==> config.mk <==
export PLATFORM = sky130hd
export DESIGN_NAME = control_unit
export DESIGN_NICKNAME = d
export VERILOG_FILES = /design/src/rtl/control_unit.sv
export SDC_FILE = /design/constraint.sdc
export NUM_CORES = 1
export LEC_CHECK = 0
export CAP_MARGIN = 20
export CORE_ASPECT_RATIO = 0.5
export CORE_MARGIN = 2
export CORE_UTILIZATION = 40
export CTS_CLUSTER_DIAMETER = 200
export DETAILED_ROUTE_END_ITERATION = 12
export GPL_TIMING_DRIVEN = 0
export SYNTH_ARGS = -nofsm -noshare
export SYNTH_HDL_FRONTEND = slang
export SYNTH_SLANG_ARGS = --single-unit
==> constraint.sdc <==
create_clock -name clk -period 7.3 [get_ports clk]
set_input_delay 1.46 -clock clk [delete_from_list [all_inputs] [get_ports clk]]
set_output_delay 1.46 -clock clk [all_outputs]
set_load 0.03 [all_outputs]
==> src/rtl/control_unit.sv <==
// control_unit: minimal sequential instruction engine.
//
// Fetches 32-bit instruction words from a word-organised memory and runs them one at a time
// against an internal 8x32 register file. Exactly one instruction is in flight at any time.
//
// Ports:
//   clk               system clock, rising edge
//   reset             asynchronous, active-low reset
//   memory_read_req   one-cycle read strobe (instruction fetch or LD)
//   memory_write_req  one-cycle write strobe (ST)
//   memory_addr       byte address, bits [1:0] always zero
//   memory_data_o     write data, valid with memory_write_req
//   memory_data_i     read data, valid the cycle after memory_read_req once memory_busy is low
//   memory_busy       high while the memory response is not yet valid
//
// Instruction word: [31:28] op, [27:25] a, [24:22] b, [21:19] c, [16:0] imm.
// Sequence: FETCH -> FWAIT -> EXEC -> (MREQ -> MWAIT ->) FETCH; HALT is terminal.

module control_unit #(
  parameter int unsigned          ADDR_W   = 17,
  parameter int unsigned          DATA_W   = 32,
  parameter logic [ADDR_W-1:0]    RESET_PC = '0
) (
  input  logic              clk,
  input  logic              reset,
  output logic              memory_read_req,
  output logic              memory_write_req,
  output logic [ADDR_W-1:0] memory_addr,
  output logic [DATA_W-1:0] memory_data_o,
  input  logic [DATA_W-1:0] memory_data_i,
  input  logic              memory_busy
);

  // Opcodes; anything not listed executes as a NOP.
  localparam logic [3:0] OpNop  = 4'h0;
  localparam logic [3:0] OpLdi  = 4'h1;
  localparam logic [3:0] OpLd   = 4'h2;
  localparam logic [3:0] OpSt   = 4'h3;
  localparam logic [3:0] OpAdd  = 4'h4;
  localparam logic [3:0] OpSub  = 4'h5;
  localparam logic [3:0] OpAnd  = 4'h6;
  localparam logic [3:0] OpOr   = 4'h7;
  localparam logic [3:0] OpXor  = 4'h8;
  localparam logic [3:0] OpJmp  = 4'h9;
  localparam logic [3:0] OpBeqz = 4'hA;
  localparam logic [3:0] OpHalt = 4'hF;

  typedef enum logic [2:0] {
    StFetch,
    StFwait,
    StExec,
    StMreq,
    StMwait,
    StHalt
  } state_e;

  state_e            state_q, state_d;
  logic [ADDR_W-1:0] pc_q, pc_d;
  logic [DATA_W-1:0] ir_q, ir_d;
  // Last issued address/data, so the bus stays stable between requests.
  logic [ADDR_W-1:0] addr_q, addr_d;
  logic [DATA_W-1:0] data_q, data_d;
  logic [DATA_W-1:0] regs_q [8];

  // Register file write port, driven from EXEC (ALU/LDI) and MWAIT (LD).
  logic              rf_we;
  logic [2:0]        rf_waddr;
  logic [DATA_W-1:0] rf_wdata;

  // Bus values before the reset gate.
  logic              read_req_c;
  logic              write_req_c;
  logic [ADDR_W-1:0] addr_c;
  logic [DATA_W-1:0] data_c;

  // Instruction fields.
  logic [3:0]        op;
  logic [2:0]        ra_idx, rb_idx, rc_idx;
  logic [ADDR_W-1:0] ea;
  logic [DATA_W-1:0] ra_val, rb_val, rc_val;
  logic [DATA_W-1:0] ldi_val;
  logic [DATA_W-1:0] alu_res;

  assign op      = ir_q[31:28];
  assign ra_idx  = ir_q[27:25];
  assign rb_idx  = ir_q[24:22];
  assign rc_idx  = ir_q[21:19];
  // Immediate used as an address (LD/ST/JMP/BEQZ) is always word aligned.
  assign ea      = {ir_q[ADDR_W-1:2], 2'b00};
  assign ldi_val = {{(DATA_W-16){1'b0}}, ir_q[15:0]};
  assign ra_val  = regs_q[ra_idx];
  assign rb_val  = regs_q[rb_idx];
  assign rc_val  = regs_q[rc_idx];

  // Bits [18:17] of the instruction word carry no meaning.
  logic unused_ir_pad;
  assign unused_ir_pad = ^ir_q[18:17];

  // Two-operand ALU, modulo 2^DATA_W, no flags.
  always_comb begin
    alu_res = '0;
    case (op)
      OpAdd:   alu_res = rb_val + rc_val;
      OpSub:   alu_res = rb_val - rc_val;
      OpAnd:   alu_res = rb_val & rc_val;
      OpOr:    alu_res = rb_val | rc_val;
      OpXor:   alu_res = rb_val ^ rc_val;
      default: alu_res = '0;
    endcase
  end

  // Next-state, register-file write and bus drive.
  always_comb begin
    state_d     = state_q;
    pc_d        = pc_q;
    ir_d        = ir_q;
    addr_d      = addr_q;
    data_d      = data_q;
    read_req_c  = 1'b0;
    write_req_c = 1'b0;
    addr_c      = addr_q;
    data_c      = data_q;
    rf_we       = 1'b0;
    rf_waddr    = ra_idx;
    rf_wdata    = alu_res;

    unique case (state_q)
      StFetch: begin
        read_req_c = 1'b1;
        addr_c     = pc_q;
        addr_d     = pc_q;
        state_d    = StFwait;
      end

      StFwait: begin
        if (!memory_busy) begin
          ir_d    = memory_data_i;
          state_d = StExec;
        end
      end

      StExec: begin
        // 17-bit add wraps 0x1FFFC -> 0x00000 on its own.
        pc_d    = pc_q + ADDR_W'(4);
        state_d = StFetch;
        case (op)
          OpLdi: begin
            rf_we    = 1'b1;
            rf_wdata = ldi_val;
          end
          OpLd, OpSt:                       state_d = StMreq;
          OpAdd, OpSub, OpAnd, OpOr, OpXor: rf_we   = 1'b1;
          OpJmp:                            pc_d    = ea;
          OpBeqz: begin
            if (ra_val == '0) begin
              pc_d = ea;
            end
          end
          OpHalt:                           state_d = StHalt;
          default:                          ;
        endcase
      end

      StMreq: begin
        addr_c  = ea;
        addr_d  = ea;
        state_d = StMwait;
        if (op == OpSt) begin
          write_req_c = 1'b1;
          data_c      = ra_val;
          data_d      = ra_val;
        end else begin
          read_req_c = 1'b1;
        end
      end

      StMwait: begin
        if (!memory_busy) begin
          state_d = StFetch;
          if (op == OpLd) begin
            rf_we    = 1'b1;
            rf_wdata = memory_data_i;
          end
        end
      end

      StHalt: ;

      default: state_d = StFetch;
    endcase
  end

  always_ff @(posedge clk or negedge reset) begin
    if (!reset) begin
      state_q <= StFetch;
      pc_q    <= RESET_PC;
      ir_q    <= '0;
      addr_q  <= '0;
      data_q  <= '0;
      for (int i = 0; i < 8; i++) begin
        regs_q[i] <= '0;
      end
    end else begin
      state_q <= state_d;
      pc_q    <= pc_d;
      ir_q    <= ir_d;
      addr_q  <= addr_d;
      data_q  <= data_d;
      if (rf_we) begin
        regs_q[rf_waddr] <= rf_wdata;
      end
    end
  end

  // FETCH is the reset state, so the bus is forced quiet while reset is held; this also
  // kills an in-progress strobe the moment reset is asserted.
  assign memory_read_req  = reset & read_req_c;
  assign memory_write_req = reset & write_req_c;
  assign memory_addr      = reset ? addr_c : '0;
  assign memory_data_o    = reset ? data_c : '0;

endmodule

==> run metrics <==
outcome=complete, no violations; Final HPWL DP=roughly 81 mm; clock-pin slew on the worst setup and hold paths=0.06 ns; Cells on Worst Hold Path=2; fraction of registers with async set/reset=100.0%; Worst Reg2Reg Path Length in Cells=20; DRT antenna net count=0; Final TNS setup=0 ns; worst endpoint required time=between 7 and 8 ns; Synth cell types=90; clk buf depth=3; worst slack, placed=-0.006175 ns; crit path launch type=flip-flop; drt total wl=about 110 mm; largest net degree at the start of global routing=115; global-route wire length before repair=approximately 160 mm; Synth Flop Type=dfrtp_1; max_slew headroom=16.98%; Crit. End Element=flip-flop; final hold violation count=0; Max FO, Critical Path=10; Pwr Total=between 4 and 5 mW; Port-buffer cells=85; root buffer cell=clkbuf_16; Post-synth EDFFs=0; reg-to-reg slack, setup=about 0.10 ns; final slew viol count=0; Resized cells post-CTS=1; initial DRC count=3156; drt drc=0; Die X=354.0 µm; clk sink count=353; Worst Hold Class=flip-flop to flip-flop; via count=~22000; final setup vio count=0; period utilisation layout=a little over nine tenths; Min Clock Period, post-route=just over 7 ns; Register Area=8833 µm²; footprint of the multi-input gates=14610 µm²; Initial Util=between 40 and 50%; layout cells sized above 1=about 17%; skew final=~0.038 ns; vias in the first global route=21290; CP bufs+invs=4; later-pin clock latency in the skew report=around 0.58 ns; Pwr Density=143.6 nW/µm²; total track usage=between 30% and 40%; Die Area=between 60000 and 70000 µm²; Core Util, Final=between 40 and 50%; Filler Cells Inserted=slightly below 6000; H-tree depth=2; syn_area_per_cell=about 10 µm²; Worst Tran Pin Value=around 1.2 ns; Warnings, synthesis=0; max incr delay on CP=around 0.54 ns; maximum vdd drop=between 100 and 150 µV; Cells after Synth=2448; # Post-CTS Setup Buffers=0; Mapped Area=approximately 25000 µm²; Seq/Total Area, Yosys=roughly 36%; initial antenna violation count=3; Num CTS Buffers=36; Placement Rows=64; critical path's top delay family=compound AO/OA/AOI/OAI gates; Die H=around 180 µm; Vias per Instance=about 6.5; RSZ-0062 raised after global routing=no; Crit-path slowest cell=buf_2; fin nets=2740; RR Startpoint=ir_q[21]$_DFFE_PN0P_; FF-to-FF End=regs_q[61]$_DFFE_PN0P_; CTS Hold Bufs=0; RePlAce Congestion=roughly 1.0; num ports=86; Syn Nets=roughly 2600; hold_sp=addr_q[7]$_DFF_PN0_; Max Fclk=138.9 MHz; MaxCap Viol Count=0; WL per Instance=between 30 and 40 µm; final worst setup slack=approximately 0.1 ns; Synth Register Bits=353; crit-path cells=buf_6 > buf_2 > buf_2 > mux4_2 > mux2i_2 > nand4_2 > or3_1 > or2_1 > o41ai_2 > xnor2_1 > ha_1 > a21oi_1 > nand2_1 > a211oi_1 > a31oi_1 > a211oi_1 > o21a_1 > clkbuf_1 > mux2i_1 > nand2_1; CORE AREA=60860 µm²; Hold EP=addr_q[7]$_DFF_PN0_; grt ovf=0; number of iterations in the first detailed-routing pass=8; CTS tree=yes; synth-to-layout area growth=14.73%; Leak Pwr=~12 nW; crit path kind=flip-flop to flip-flop; Worst EP arrival=about 7.7 ns
layout make-up:
| class | instances | share of cell area, % |
|---|---|---|
| diodes | 3 | 0.02670 |
| well taps | 825 | 3.672 |
| repair buffers | 121 | 4.669 |
| clock buffers | 45 | 3.503 |
| clock inverters | 17 | 0.7433 |
| plain buffers | 177 | 2.844 |
| multi-input cells | 1833 | 51.98 |
| flip-flops and latches | 353 | 31.42 |
| inverters | 85 | 1.144 |
cell usage after synthesis (all sizes together), types with 8 or more instances:
cell | instances | share of area (%)
o21ai | 291 | 5.9
o211ai | 17 | 0.52
clkbuf | 122 | 1.9
nand2b | 10 | 0.26
xnor2 | 46 | 1.7
a21o | 19 | 0.58
mux2i | 95 | 4.0
o22ai | 14 | 0.38
or3 | 13 | 0.33
dfrtp | 353 | 36
o22a | 9 | 0.32
nand3 | 22 | 0.47
buf | 55 | 1.4
mux4 | 141 | 13
nor2b | 14 | 0.36
a22oi | 65 | 2.0
and2 | 58 | 1.5
nand4 | 14 | 0.38
and3 | 13 | 0.33
o21a | 8 | 0.25
o31ai | 9 | 0.28
nor4 | 10 | 0.40
a221oi | 47 | 1.7
a21oi | 102 | 2.1
nor2 | 124 | 1.9
a221o | 23 | 0.94
nor3 | 32 | 0.69
o221ai | 8 | 0.53
mux2 | 126 | 5.8
inv | 83 | 1.3
nand2 | 327 | 5.0
ha | 97 | 5.0
registers in the layout, indices dropped and copies added, names as in the netlist:
register / flops
data_q: 32
addr_q: 17
ir_q: 30
state_q: 3
pc_q: 15
regs_q: 256
cell families (layout without fill, tap and decap cells):
logic type / count (synthesis) / in the layout / share of synthesized area [%]
and+or+nand+nor: 662 / 662 / 12.47
buffers and inverters: 262 / 445 / 4.570
DFF: 353 / 353 / 36.05
adders and majority gates: 98 / 98 / 5.035
xor gates and xnor gates: 53 / 53 / 1.971
AOI/OAI and AO/OA: 658 / 658 / 17.13
other: 0 / 3 / 0
muxes: 362 / 362 / 22.77
cell usage in the layout (no fill, tap or decap), types with 13 or more instances in the layout:
cell / n
nor2b_1: 14
clkbuf_1: 123
nor2_1: 124
xnor2_1: 45
and3_1: 13
clkdlybuf4s50_1: 84
buf_4: 20
a21oi_1: 99
o22ai_1: 13
mux2_2: 122
mux4_2: 141
ha_1: 97
a22oi_1: 65
mux2i_1: 89
dfrtp_1: 353
inv_1: 75
clkbuf_16: 36
nor3_1: 28
buf_6: 14
a21o_1: 19
a221oi_1: 46
buf_2: 24
a221o_1: 23
or3_1: 13
o21ai_0: 289
o211ai_1: 17
buf_1: 17
nand3_1: 21
and2_1: 56
nand2_1: 327
nand4_1: 13
through the flow:
step / instances / hold WS (ns) / cell area (µm²)
global placement: 3358 / 0.4496 / 26390
global route: 3456 / 0.4929 / 28100
detailed placement: 3381 / 0.4518 / 26760
CTS: 3443 / 0.4693 / 27960
floorplan: 2448 / 0.4340 / 24500
finish: 3459 / 0.4663 / 28110
report_power, final:
part	internal, mW	switching, mW	total (mW)
logic	0.0222	0.0576	0.0799
clock network	1.10	0.899	2.00
registers	1.95	0	1.95
worst reg2reg max path, stage by stage (launching register included):
cell and delay [ns]:
dfrtp_1 0.35, buf_6 0.17, buf_2 0.37, buf_2 0.54, mux4_2 0.41, mux2i_2 0.53
nand4_2 0.35, or3_1 0.49, or2_1 0.32, o41ai_2 0.25, xnor2_1 0.13, ha_1 0.39
a21oi_1 0.48, nand2_1 0.09, a211oi_1 0.37, a31oi_1 0.33, a211oi_1 0.43, o21a_1 0.38
clkbuf_1 0.42, mux2i_1 0.24, nand2_1 0.07
worst max-delay path by stage:
| stage | start | to | slack (ns) | cells past startpoint |
|---|---|---|---|---|
| 2_1_floorplan | ir_q[19]$_DFFE_PN0P_ | regs_q[255]$_DFFE_PN0P_ | 1.93 | 19 |
| 3_3_place_gp | reset | state_q[0]$_DFFE_PN0P_ | -11.45 | 1 |
| 3_5_place_dp | ir_q[21]$_DFFE_PN0P_ | regs_q[155]$_DFFE_PN0P_ | -0.006 | 19 |
| 4_1_cts | ir_q[20]$_DFFE_PN0P_ | regs_q[58]$_DFFE_PN0P_ | 0.15 | 20 |
| 5_1_grt | ir_q[20]$_DFFE_PN0P_ | regs_q[52]$_DFFE_PN0P_ | 0.01 | 20 |
| 6_report | ir_q[21]$_DFFE_PN0P_ | regs_q[61]$_DFFE_PN0P_ | 0.10 | 20 |
per-layer routing:
| layer | track usage (%) | routed length [µm] | up-vias | share of wire (%) |
|---|---|---|---|---|
| li1 | - | - | 9365 | - |
| met1 | 44.63 | 43520 | 11166 | 39 |
| met2 | 46.93 | 43170 | 1598 | 39 |
| met3 | 21.16 | 19800 | 283 | 18 |
| met4 | 11.74 | 4128 | 4 | 3.7 |
| met5 | 0 | 168 | - | 0.15 |
Note: power is estimated with default switching activity, not from simulation.
